==> src/rtl/adsr_envelope.sv <==
// ADSR amplitude envelope with an internal tick prescaler and sample-rate scaling.
// Define ADSR_VEL_EN to derive the peak level from note velocity; otherwise the peak is fixed at 255.
module adsr_envelope #(
    parameter int PRESCALER_MODULO   = 500,
    parameter int PRESCALER_MODULO_W = 10
) (
    input  logic       clk,
    input  logic       rst,
    input  logic       note_on,
    input  logic       note_off,
    input  logic [6:0] note_vel,
    input  logic [3:0] attack,
    input  logic [3:0] decay,
    input  logic [3:0] release_rate,
    input  logic [3:0] sustain,
    input  logic       sample_ce,
    input  logic [7:0] sample_in,
    output logic [7:0] sample_out,
    output logic [7:0] env_out,
    output logic [2:0] state_out,
    output logic       active
);

    typedef enum logic [2:0] {
        IDLE    = 3'd0,
        ATTACK  = 3'd1,
        DECAY   = 3'd2,
        SUSTAIN = 3'd3,
        RELEASE = 3'd4
    } state_t;

    state_t                        state;
    state_t                        state_next;
    logic [7:0]                    env;
    logic [7:0]                    env_next;
    logic [7:0]                    peak;
    logic [7:0]                    sus;
    logic [7:0]                    peak_new;
    logic [7:0]                    sus_new;
    logic [15:0]                   sus_prod;
    logic [PRESCALER_MODULO_W-1:0] prescale;
    logic                          tick;
    logic                          start;
    logic                          stop;
    logic [4:0]                    step_a;
    logic [4:0]                    step_d;
    logic [4:0]                    step_r;
    logic [8:0]                    attack_sum;
    logic [8:0]                    decay_floor;
    logic signed [17:0]            centered;
    logic signed [17:0]            product;
    logic signed [9:0]             scaled;

    assign tick = (prescale == PRESCALER_MODULO_W'(PRESCALER_MODULO - 1));

    always_ff @(posedge clk or posedge rst) begin
        if (rst) begin
            prescale <= '0;
        end else if (tick) begin
            prescale <= '0;
        end else begin
            prescale <= prescale + PRESCALER_MODULO_W'(1);
        end
    end

`ifdef ADSR_VEL_EN
    assign peak_new = {note_vel, note_vel[6]};
`else
    assign peak_new = 8'hFF;
`endif

    assign sus_prod = {8'd0, peak_new} * {8'd0, sustain, sustain};
    assign sus_new  = 8'(sus_prod >> 8);

    // A zero-velocity note_on acts as note_off; a real note_on always wins.
    assign start = note_on && (note_vel != 7'd0);
    assign stop  = (note_off || note_on) &&
                   (state == ATTACK || state == DECAY || state == SUSTAIN);

    assign step_a      = 5'd16 - {1'b0, attack};
    assign step_d      = 5'd16 - {1'b0, decay};
    assign step_r      = 5'd16 - {1'b0, release_rate};
    assign attack_sum  = {1'b0, env} + {4'd0, step_a};
    assign decay_floor = {1'b0, sus} + {4'd0, step_d};

    always_comb begin
        state_next = state;
        env_next   = env;
        if (start) begin
            state_next = ATTACK;
        end else if (stop) begin
            state_next = RELEASE;
        end else if (tick) begin
            case (state)
                ATTACK: begin
                    if (attack_sum >= {1'b0, peak}) begin
                        env_next   = peak;
                        state_next = DECAY;
                    end else begin
                        env_next = attack_sum[7:0];
                    end
                end
                DECAY: begin
                    if ({1'b0, env} <= decay_floor) begin
                        env_next   = sus;
                        state_next = SUSTAIN;
                    end else begin
                        env_next = env - {3'd0, step_d};
                    end
                end
                RELEASE: begin
                    if (env <= {3'd0, step_r}) begin
                        env_next   = '0;
                        state_next = IDLE;
                    end else begin
                        env_next = env - {3'd0, step_r};
                    end
                end
                default: begin
                    env_next = env;
                end
            endcase
        end
    end

    always_ff @(posedge clk or posedge rst) begin
        if (rst) begin
            state <= IDLE;
            env   <= '0;
            peak  <= '0;
            sus   <= '0;
        end else begin
            state <= state_next;
            env   <= env_next;
            if (start) begin
                peak <= peak_new;
                sus  <= sus_new;
            end
        end
    end

    // Arithmetic shift floors toward minus infinity, so the result spans 0..254 without clamping.
    assign centered = $signed({10'd0, sample_in}) - 18'sd128;
    assign product  = centered * $signed({10'd0, env});
    assign scaled   = 10'(product >>> 8);

    always_ff @(posedge clk or posedge rst) begin
        if (rst) begin
            sample_out <= 8'd128;
        end else if (sample_ce) begin
            sample_out <= 8'(scaled + 10'sd128);
        end
    end

    assign env_out   = env;
    assign state_out = state;
    assign active    = (state != IDLE);

endmodule

==> config.mk <==
export PLATFORM = sky130hd
export DESIGN_NAME = adsr_envelope
export DESIGN_NICKNAME = d
export VERILOG_FILES = /design/src/rtl/adsr_envelope.sv
export SDC_FILE = /design/constraint.sdc
export NUM_CORES = 1
export LEC_CHECK = 0
export BUFFER_PORTS_ARGS = -buffer_cell sky130_fd_sc_hd__buf_2
export CAP_MARGIN = 20
export CORE_MARGIN = 3
export CORE_UTILIZATION = 60
export DETAILED_ROUTE_END_ITERATION = 10
export PLACE_DENSITY_LB_ADDON = 0.05
export RECOVER_POWER = 25
export SETUP_SLACK_MARGIN = 0.05
export SYNTH_ARGS = -nofsm -noshare
export SYNTH_HDL_FRONTEND = slang
export SYNTH_SLANG_ARGS = --single-unit
==> constraint.sdc <==
create_clock -name clk -period 6.9 [get_ports clk]
set_input_delay 0.69 -clock clk [delete_from_list [all_inputs] [get_ports clk]]
set_output_delay 0.69 -clock clk [all_outputs]
set_load 0.02 [all_outputs]
==> reports/qor.yml, run 1 <==
dr.pass1.iters: 4
p_leak_nw: 3.951
overflow: 0
grt_setup_unrepaired: "no"
grt_first_pass_wirelength_um: 26740
setup_viol: 0
fin_cells: 980
fin_nets: 1053
met3_usage_pct: 2.493
async_flop_share_pct: 100.0
p_per_area_mw_per_mm2: 201.4
place.gp.congestion: 0.8788
violations: "max-capacitance violations, max-slew violations"
irDropWorstVdd_mv: 0.1702
h-tree-depth: 2
ys_types: 65
drv_slew: 39
cts_max_path_buffers: 2
drcViolationCount: 0
tritoncts: "built"
cp_data_required_time_ns: 7.07
hold_viol_final: 0
groute.layer.met2.usage_pct: 42.06
cts.sinks: 38
first_global_vias: 5711
track_usage_pct: 25.33
cap_viol_max_count: 1
yosysTopAreaCellShare_pct: 22.27
hold-worst-slack_ns: 0.4779
antenna_found_initial: 0
grt_max_degree: 39
seq_area_frac_synth_pct: 13.75
die_h_um: 113.4
fin_crit_ns: 5.120
place_ws_ns: 1.666
ys_ff_latch: 38
rows: 38
r2r_cells: 16
status: "finished, violations left"
cts_resized: 0
fillers: 907
start_util_pct: 62.49
portBuffers: 55
holdCritPathClass: "register to register"
drt_wl_total_um: 15220
regToRegSetupSlack_ns: 1.78
layout-drive-gt1-share_pct: 9.524
via_per_inst: 5.509
drtIter0Drc: 316
finClkSkew_ns: 0.01005
die-area_mm2: 0.01286
multi_input_area_mm2: 0.005343
end_kind: "register"
worst-path-max-fanout: 14
final_cell_area_mm2: 0.007473
io_pins: 56
synth_largest_area_cell: "fa_1"
crit_arrival_ns: 5.29
worstSetupStartpointType: "register"
grt.busiest_layer: "met2"
r2r_end: "sample_out[5]$_DFFE_PP0P_"
worst_slew_pin_slew_ns: 2.029
ant_nets: 0
critPathLaunch: "env_out[1]$_DFFE_PP0P_"
vias: 5399
crit_type: "register to register"
postCtsSetupRepairBufs: 0
cp-endpoint: "sample_out[5]$_DFFE_PP0P_"
cts_buffers: 5
syn_inst: 794
place_hpwl_um: 12580
layout_setup_ws_ns: 1.780
final-seq-area_um2: 952.2
synth_area_leaders: "fa_1 22%, ha_1 18%, dfrtp_1 13%, inv_1 7.9%, xnor2_1 4.3%"
synth_edf_count: 0
area_growth_syn_to_layout_pct: 7.952
cts_hold_buf: 0
syn-cell-area_mm2: 0.006923
routedWlPerCell_um: 15.53
dpl_cell_area_mm2: 0.007312
fin_util_pct: 67.46
clk_pin_slew_ns: 0.06
yosysWarnings: 0
syn_nets: 1008
min_period_over_period_pct: 74.21
insertion_delay_ns: 0.28
root_buffer: "clkbuf_16"
max_freq_mhz: 195.3
min-delay-start: "prescale[9]$_DFF_PP0_"
diodes: 0
avgSynthCellArea_um2: 8.719
power.total_mw: 1.505
die_w_um: 113.4
crit-reg2reg-launch: "env_out[1]$_DFFE_PP0P_"
synthFlopType: "dfrtp_1"
core-area_mm2: 0.01108
dp_cells: 972
tns_ns: 0
max_slew_margin_pct: -35.25
met1_usage_pct: 36.52
==> per-layer routing <==
| layer | part of all wire (%) | up-vias |
|---|---|---|
| met5 | 0 | - |
| met1 | 48 | 2603 |
| met3 | 4.2 | 20 |
| li1 | - | 2671 |
| met2 | 47 | 105 |
| met4 | 1.2 | 0 |
==> cell usage after synthesis, types with 11 or more instances <==
master	instances
fa_1	77
and2_1	34
o21ai_0	25
a21oi_1	34
inv_1	145
nand2b_1	14
xor2_1	21
xnor2_1	34
nand2_1	61
nor3_1	11
dfrtp_1	37
ha_1	101
clkbuf_1	17
nand3_1	12
nor2_1	48
==> placed cells by master, fill, tap and decap left out, types with 3 or more instances in the layout <==
| cell | Yosys | final |
|---|---|---|
| mux2i_1 | 5 | 5 |
| dfrtp_1 | 37 | 37 |
| xor2_1 | 21 | 21 |
| nand2b_1 | 14 | 14 |
| a211oi_1 | 4 | 4 |
| nor2_1 | 48 | 48 |
| a21oi_1 | 34 | 34 |
| nand2_1 | 61 | 61 |
| o21bai_1 | 3 | 3 |
| o21ai_1 | 9 | 9 |
| buf_2 | 1 | 55 |
| o21a_1 | 7 | 7 |
| or3_1 | 4 | 4 |
| nand4_1 | 6 | 6 |
| mux2_2 | 5 | 5 |
| inv_1 | 145 | 145 |
| o211ai_1 | 4 | 4 |
| nand4b_1 | 3 | 3 |
| nand3_1 | 12 | 12 |
| clkbuf_16 | 0 | 5 |
| ha_1 | 101 | 101 |
| fa_1 | 77 | 77 |
| and2_1 | 34 | 34 |
| a31oi_1 | 5 | 5 |
| o31ai_1 | 3 | 3 |
| nor3_1 | 11 | 11 |
| o21ai_0 | 25 | 25 |
| and3_1 | 5 | 5 |
| xnor2_1 | 34 | 34 |
| nor2b_1 | 8 | 8 |
| and4b_1 | 4 | 4 |
| a21o_1 | 10 | 10 |
==> kinds of logic after synthesis <==
family | after synthesis | synth area share [%]
simple gates | 224 | 16.50
fa+ha+maj | 178 | 40.52
buf+inv | 165 | 9.073
compound gates | 123 | 11.50
xor+xnor | 55 | 6.958
flops | 38 | 13.75
mux | 11 | 1.699
==> sequential cells by signal (all words and copies together), names as in the netlist <==
signal and cells:
env_out 8, peak 1, sus 8, sample_out 8
state_out 3, prescale 10
==> critical path: stages, from the launching register on <==
cell,delay (ns)
dfrtp_1,0.66
inv_1,0.25
nor2_1,0.30
fa_1,0.60
inv_1,0.14
fa_1,0.45
fa_1,0.49
fa_1,0.56
inv_1,0.04
ha_1,0.34
a21o_1,0.19
a21o_1,0.18
a31oi_1,0.27
nor2b_1,0.09
nor2_1,0.13
xnor2_1,0.07
mux2_2,0.25
==> cell type report <==
cell class / count / share of cell area [%]
clock buffers: 5 / 1.674
clock inverters: 3 / 0.5357
inverters: 145 / 7.283
multi-input cells: 591 / 71.49
flip-flops and latches: 38 / 12.74
well taps: 140 / 2.344
repair buffers: 58 / 3.934
==> worst min-delay path by stage <==
stage / slack, ns / cells after the start / end
after floorplan: 0.45 / 1 / prescale[9]$_DFF_PP0_
after global placement: 0.47 / 1 / prescale[9]$_DFF_PP0_
after detailed placement: 0.47 / 1 / prescale[9]$_DFF_PP0_
after CTS: 0.48 / 1 / prescale[9]$_DFF_PP0_
after global routing: 0.49 / 1 / prescale[9]$_DFF_PP0_
final: 0.48 / 1 / prescale[9]$_DFF_PP0_
==> where the power goes <==
group          total, mW  switching [mW]  internal (mW)  leakage (nW)
registers          0.316          0.0466          0.269         0.463
clock network      0.261          0.0918          0.169        0.0836
logic              0.929           0.516          0.413          3.40
No activity file was read; power rests on OpenSTA's default activity.
==> inputs of run 2 (changes only) <==
--- a/config.mk
+++ b/config.mk
@@ -8,7 +8,7 @@
 export BUFFER_PORTS_ARGS = -buffer_cell sky130_fd_sc_hd__buf_2
 export CAP_MARGIN = 20
 export CORE_MARGIN = 3
-export CORE_UTILIZATION = 60
+export CORE_UTILIZATION = 57
 export DETAILED_ROUTE_END_ITERATION = 10
 export PLACE_DENSITY_LB_ADDON = 0.05
 export RECOVER_POWER = 25
==> constraint.sdc (replaced) <==
create_clock -name clk -period 4.5 [get_ports clk]
set_input_delay 0.45 -clock clk [delete_from_list [all_inputs] [get_ports clk]]
set_output_delay 0.45 -clock clk [all_outputs]
set_load 0.02 [all_outputs]
==> reports/qor.yml, run 2 (same netlist as run 1, synthesis figures left out) <==
cts_hold_buf: 0  # unchanged
root_buffer: "clkbuf_16"
max_slew_margin_pct: -41.37  # -6.1 points
diodes: 0  # unchanged
fillers: 995  # +9.7%
hold_viol_final: 0  # unchanged
tns_ns: 0  # unchanged
die-area_mm2: 0.01350  # +5.0%
vias: 5579  # +3.3%
die_h_um: 116.2  # +2.5%
min_path_cells: 1  # unchanged
rows: 39  # +2.6%
setup_viol: 0  # unchanged
worst_slew_pin_slew_ns: 2.121  # +0.09179 ns
r2r_cells: 16  # unchanged
max_freq_mhz: 232.5  # +19%
worstSetupStartpointType: "register"
status: "finished, violations left"
die_w_um: 116.2  # +2.5%
portBuffers: 55  # unchanged
fin_crit_ns: 4.302  # -0.8185 ns
track_usage_pct: 24.35  # -0.98 points
place.gp.congestion: 0.9165  # +4.3%
via_per_inst: 5.497  # -0.23%
area_growth_syn_to_layout_pct: 12.58
drt_wl_total_um: 15480  # +1.7%
end_kind: "register"
core-area_mm2: 0.01166  # +5.3%
tritoncts: "built"
fin_nets: 1085  # +3.0%
cp_data_required_time_ns: 4.71  # -2.36 ns
cap_viol_max_count: 1  # unchanged
p_leak_nw: 4.095  # +3.6%
cpPeakStageDelay_ns: 0.54  # -0.12 ns
first_global_vias: 5671  # -0.70%
insertion_delay_ns: 0.29  # about the same
final_common_cell: "inv_1"
dr.pass1.iters: 5  # +1
worst-path-max-fanout: 4  # -10
p_per_area_mw_per_mm2: 296.6  # +47%
h-tree-depth: 2  # unchanged
regMostFlops: "prescale"
cts_buffers: 5  # unchanged
antenna_found_initial: 0  # unchanged
place_hpwl_um: 13020  # +3.5%
cts.sinks: 38  # unchanged
drcViolationCount: 0  # unchanged
irDropWorstVdd_mv: 0.2607  # +53%
cts_max_path_buffers: 2  # unchanged
ant_nets: 0  # unchanged
cp_common_cell: "fa_1"
min_period_over_period_pct: 95.60  # +21 points
final_cell_mix: "143 x inv_1, 99 x ha_1, 75 x fa_1"
drv_slew: 39  # unchanged
grt_max_degree: 39  # unchanged
clk_pin_slew_ns: 0.06  # about the same
grt_setup_unrepaired: "yes"
overflow: 0  # unchanged
io_pins: 56  # unchanged
layout-drive-gt1-share_pct: 15.02  # +5.5 points
routedWlPerCell_um: 15.25  # -1.8%
holdCritPathClass: "register to register"
crit_type: "register to register"
critical_path.cell_chain: "inv_4 -> nor2_4 -> fa_2 -> buf_4 -> fa_1 -> inv_1 -> fa_1 -> inv_1 -> fa_1 -> ha_4 -> and3_1 -> nand3_1 -> a21oi_2 -> a21oi_1 -> xnor2_1 -> mux2_2"
fin_util_pct: 66.83  # -0.63 points
hold-worst-slack_ns: 0.4774  # -0.0004770 ns
start_util_pct: 59.36  # -3.1 points
finClkSkew_ns: 0.009443  # -0.0006017 ns
cp_slowest_cell: "fa_1"
crit_arrival_ns: 4.51  # -0.78 ns
drtIter0Drc: 218  # -31%
grt_first_pass_wirelength_um: 26250  # -1.8%
largest_reg_flops: 10  # unchanged
violations: "max-capacitance violations, max-slew violations"
[run 2: metrics by stage]
stage | setup slack [ns] | cells | area (um2) | total power [mW]
finish | 0.1981 | 1015 | 7794 | 2.311
global route | 0.008596 | 1015 | 7794 | 2.571
CTS | 0.07409 | 1013 | 7719 | 2.327
detailed placement | -0.03073 | 1005 | 7582 | 1.966
global placement | 0.02129 | 1005 | 7582 | 1.907
floorplan | 0.05137 | 794 | 6999 | 1.586
[run 2: final cells by class]
class	count	area, um2	area share, %
Inverter	145	546.8	7.016
Timing Repair Buffer	90	546.8	7.016
Tap cell	143	178.9	2.296
Multi-Input combinational cell	591	5424	69.59
Sequential cell	38	960.9	12.33
Clock buffer	8	136.4	1.750
[run 2: final timing paths]
path	startpoint	to	slack [ns]
setup / recovery	env_out[1]$_DFFE_PP0P_	sample_out[7]$_DFFE_PP1P_	0.20
hold / removal	prescale[9]$_DFF_PP0_	prescale[9]$_DFF_PP0_	0.48
setup reg to reg	env_out[1]$_DFFE_PP0P_	sample_out[7]$_DFFE_PP1P_	0.20
hold reg to reg	prescale[9]$_DFF_PP0_	prescale[9]$_DFF_PP0_	0.48
max in group asynchronous	rst	env_out[1]$_DFFE_PP0P_	2.19
min in group asynchronous	rst	sample_out[6]$_DFFE_PP0P_	0.93
[run 2: timing repair]
| item | in CTS | in global routing |
|---|---|---|
| setup buffers | 0 | 2 |
| endpoints found under the setup margin | 0 | 4 |
| gates resized for setup | 0 | 13 |
[run 2: critical path: cells and delay by family (launching register included)]
family          cells  cell delay (ns)
xor+xnor            1             0.12
mux                 1             0.26
simple gates        3             0.43
buf+inv             4             0.37
compound gates      2             0.30
fa+ha+maj           5             2.27
flops               1             0.46
[run 2: metal layers]
layer  global-route usage [%]  wire (um)  vias to the layer above
met4                    6.419        300                        0
met3                    2.694        764                       25
met2                    41.20       7430                      141
li1                         -          -                     2742
met5                        0          0                        -
met1                    33.56       6984                     2671
[run 2: power breakdown]
part / leakage, nW / total [mW] / internal [mW] / switching (mW)
Sequential: 0.454 / 0.482 / 0.412 / 0.0698
Clock: 0.0652 / 0.346 / 0.206 / 0.140
Combinational: 3.58 / 1.48 / 0.686 / 0.797
Total: 4.09 / 2.31 / 1.30 / 1.01
==> inputs of run 3 (changes only) <==
--- a/config.mk
+++ b/config.mk
@@ -8,7 +8,7 @@
 export BUFFER_PORTS_ARGS = -buffer_cell sky130_fd_sc_hd__buf_2
 export CAP_MARGIN = 20
 export CORE_MARGIN = 3
-export CORE_UTILIZATION = 57
+export CORE_UTILIZATION = 60
 export DETAILED_ROUTE_END_ITERATION = 10
 export PLACE_DENSITY_LB_ADDON = 0.05
 export RECOVER_POWER = 25
==> constraint.sdc (replaced) <==
create_clock -name clk -period 4.15 [get_ports clk]
set_input_delay 0.415 -clock clk [delete_from_list [all_inputs] [get_ports clk]]
set_output_delay 0.415 -clock clk [all_outputs]
set_load 0.02 [all_outputs]
==> reports/qor.yml, run 3 (same netlist as run 1, synthesis figures left out) <==
status: "finished, violations left"
violations: "max-capacitance violations, max-slew violations, negative setup slack"
cpPeakStageDelay_ns: 0.52  # -0.02 ns
holdCritPathClass: "register to register"
crit_type: "register to register"
place.gp.congestion: 0.9197  # +0.35%
regToRegSetupSlack_ns: -0.07  # -0.27 ns
min_to: "prescale[9]$_DFF_PP0_"
crit_arrival_ns: 4.39  # -0.12 ns
critical_path.cell_chain: "nand2_1 -> fa_1 -> fa_1 -> inv_1 -> fa_1 -> inv_1 -> fa_1 -> inv_1 -> ha_2 -> nor4_4 -> o21ai_4 -> a31oi_2 -> nor2b_1 -> nor2_1 -> xnor2_1 -> mux2_4"
min_period_over_period_pct: 101.7  # +6.1 points
track_usage_pct: 26.59  # +2.2 points
cp_common_cell: "fa_1"
area_growth_syn_to_layout_pct: 18.98
hold-worst-slack_ns: 0.4926  # +0.01523 ns
cts_max_path_buffers: 2  # unchanged
max_freq_mhz: 237.0  # +2.0%
cp_data_required_time_ns: 4.32  # -0.39 ns
setup_viol: 4  # +4
cts_buffers: 5  # unchanged
vias: 5770  # +3.4%
final-seq-area_um2: 962.2  # +0.13%
end_kind: "register"
irDropWorstVdd_mv: 0.2868  # +10%
drcViolationCount: 0  # unchanged
final_cell_mix: "137 x inv_1, 97 x ha_1, 72 x fa_1"
r2r_cells: 16  # unchanged
p_comb_share_pct: 66.3  # +2.1 points
p_leak_nw: 4.330  # +5.7%
worstSetupStartpointType: "register"
rows: 38  # -2.6%
clk_pin_slew_ns: 0.06  # about the same
fin_crit_ns: 4.219  # -0.08244 ns
regMostFlops: "prescale"
diodes: 0  # unchanged
crit-reg2reg-launch: "env_out[3]$_DFFE_PP0P_"
cp_slowest_cell: "fa_1"
insertion_delay_ns: 0.29  # about the same
cts.sinks: 38  # unchanged
intPower_mw: 1.542  # +18%
r2r_end: "sample_out[5]$_DFFE_PP0P_"
fillers: 827  # -17%
p_per_area_mw_per_mm2: 327.6  # +10%
ant_nets: 0  # unchanged
power.switching_mw: 1.156  # +15%
grt_first_pass_wirelength_um: 27990  # +6.6%
drtIter0Drc: 281  # +29%
largest_reg_flops: 10  # unchanged
routedWlPerCell_um: 15.09  # -1.1%
dr.pass1.iters: 6  # +1
tritoncts: "built"
power.total_mw: 2.698  # +17%
portBuffers: 55  # unchanged
first_global_vias: 6017  # +6.1%
via_per_inst: 5.495  # about the same
antenna_found_initial: 0  # unchanged
final_cell_area_mm2: 0.008237  # +5.7%
worst_slew_pin_slew_ns: 2.086  # -0.03459 ns
start_util_pct: 62.49  # +3.1 points
core-area_mm2: 0.01108  # -5.0%
min_path_cells: 1  # unchanged
place_hpwl_um: 13360  # +2.6%
drv_slew: 39  # unchanged
h-tree-depth: 2  # unchanged
fin_cells: 1050  # +3.4%
die_w_um: 113.4  # -2.4%
drt_wl_total_um: 15840  # +2.4%
die_h_um: 113.4  # -2.4%
dpl_cell_area_mm2: 0.007915  # +4.4%
fin_nets: 1123  # +3.5%
cts_hold_buf: 0  # unchanged
overflow: 0  # unchanged
switching_share_pct: 42.84  # -0.71 points
worst-path-max-fanout: 6  # +2
hold_viol_final: 0  # unchanged
grt_max_degree: 39  # unchanged
multi_input_area_mm2: 0.005560  # +2.5%
dp_cells: 1037  # +3.2%
final_common_cell: "inv_1"
root_buffer: "clkbuf_16"
p_clk_share_pct: 14.2  # -0.8 points
cap_viol_max_count: 1  # unchanged
finClkSkew_ns: 0.007422  # -0.002021 ns
layout_setup_ws_ns: -0.06947  # -0.2676 ns
die-area_mm2: 0.01286  # -4.7%
min-delay-start: "prescale[9]$_DFF_PP0_"
grt_setup_unrepaired: "yes"
power_frac_seq_pct: 19.5  # -1.4 points
layout-drive-gt1-share_pct: 21.54  # +6.5 points
io_pins: 56  # unchanged
max_slew_margin_pct: -39.06  # +2.3 points
-- run 3: changes by cell type in the layout (fill, tap and decap cells not counted), moves of 3 or more --
cell / delta
fa_1: -3
fa_2: +3
xnor2_2: +3
inv_2: +6
inv_1: -6
xnor2_1: -3
buf_4: +36
-- run 3: worst max path at each step --
stage	cells past startpoint	from	to
2_1_floorplan	17	env_out[1]$_DFFE_PP0P_	sample_out[5]$_DFFE_PP0P_
3_3_place_gp	17	sample_in[7]	sample_out[7]$_DFFE_PP1P_
3_5_place_dp	17	sample_in[7]	sample_out[7]$_DFFE_PP1P_
4_1_cts	16	env_out[3]$_DFFE_PP0P_	sample_out[5]$_DFFE_PP0P_
5_1_grt	16	env_out[4]$_DFFE_PP0P_	sample_out[5]$_DFFE_PP0P_
6_report	16	env_out[3]$_DFFE_PP0P_	sample_out[5]$_DFFE_PP0P_
-- run 3: per-layer routing --
metal  vias up  part of all wire [%]  track usage [%]
li1       2829                     -                -
met1      2770                    46            37.38
met2       144                    48            44.63
met3        27                   4.5            2.493
met4         0                   2.0            6.811
met5         -                     0                0
-- run 3: final cells by class --
cell class | count | share of cell area [%]
multi-input cells | 591 | 67.51
flip-flops and latches | 38 | 11.68
repair buffers | 128 | 10.19
inverters | 145 | 6.699
well taps | 140 | 2.127
clock buffers | 7 | 1.732
clock inverters | 1 | 0.06076
-- run 3: critical path, delay by kind of cell (launching register included) --
family	cells	cell delay, ns
buffers and inverters	3	0.14
XOR/XNOR	1	0.08
AND/OR/NAND/NOR	4	0.64
multiplexers	1	0.25
flip-flops	1	0.44
AO/OA/AOI/OAI	2	0.35
adder cells (fa/ha/maj)	5	2.21
-- run 3: power groups by stage --
stage | sequential, mW | clock, mW | combinational [mW]
2_1_floorplan | 0.541 | 0 | 1.22
3_3_place_gp | 0.526 | 0 | 1.66
3_5_place_dp | 0.528 | 0 | 1.72
4_1_cts | 0.523 | 0.392 | 1.75
5_1_grt | 0.535 | 0.409 | 2.04
6_report | 0.526 | 0.384 | 1.79
-- run 3: repair_timing --
item	CTS	global route
gates resized for setup	10	16
pin swaps	8	5
endpoints found under the setup margin	6	11
gates cloned	0	0
setup buffers	5	0
-- run 3: stage by stage --
stage / setup slack (ns) / TNS, ns / util (%)
6_report: -0.06947 / -0.1425 / 74.35
5_1_grt: -0.2427 / -1.170 / 74.35
4_1_cts: -0.03542 / -0.06888 / 73.53
3_5_place_dp: -0.2396 / -1.465 / 71.45
3_3_place_gp: -0.2072 / -0.9466 / 71.45
2_1_floorplan: -0.1147 / -0.2902 / -
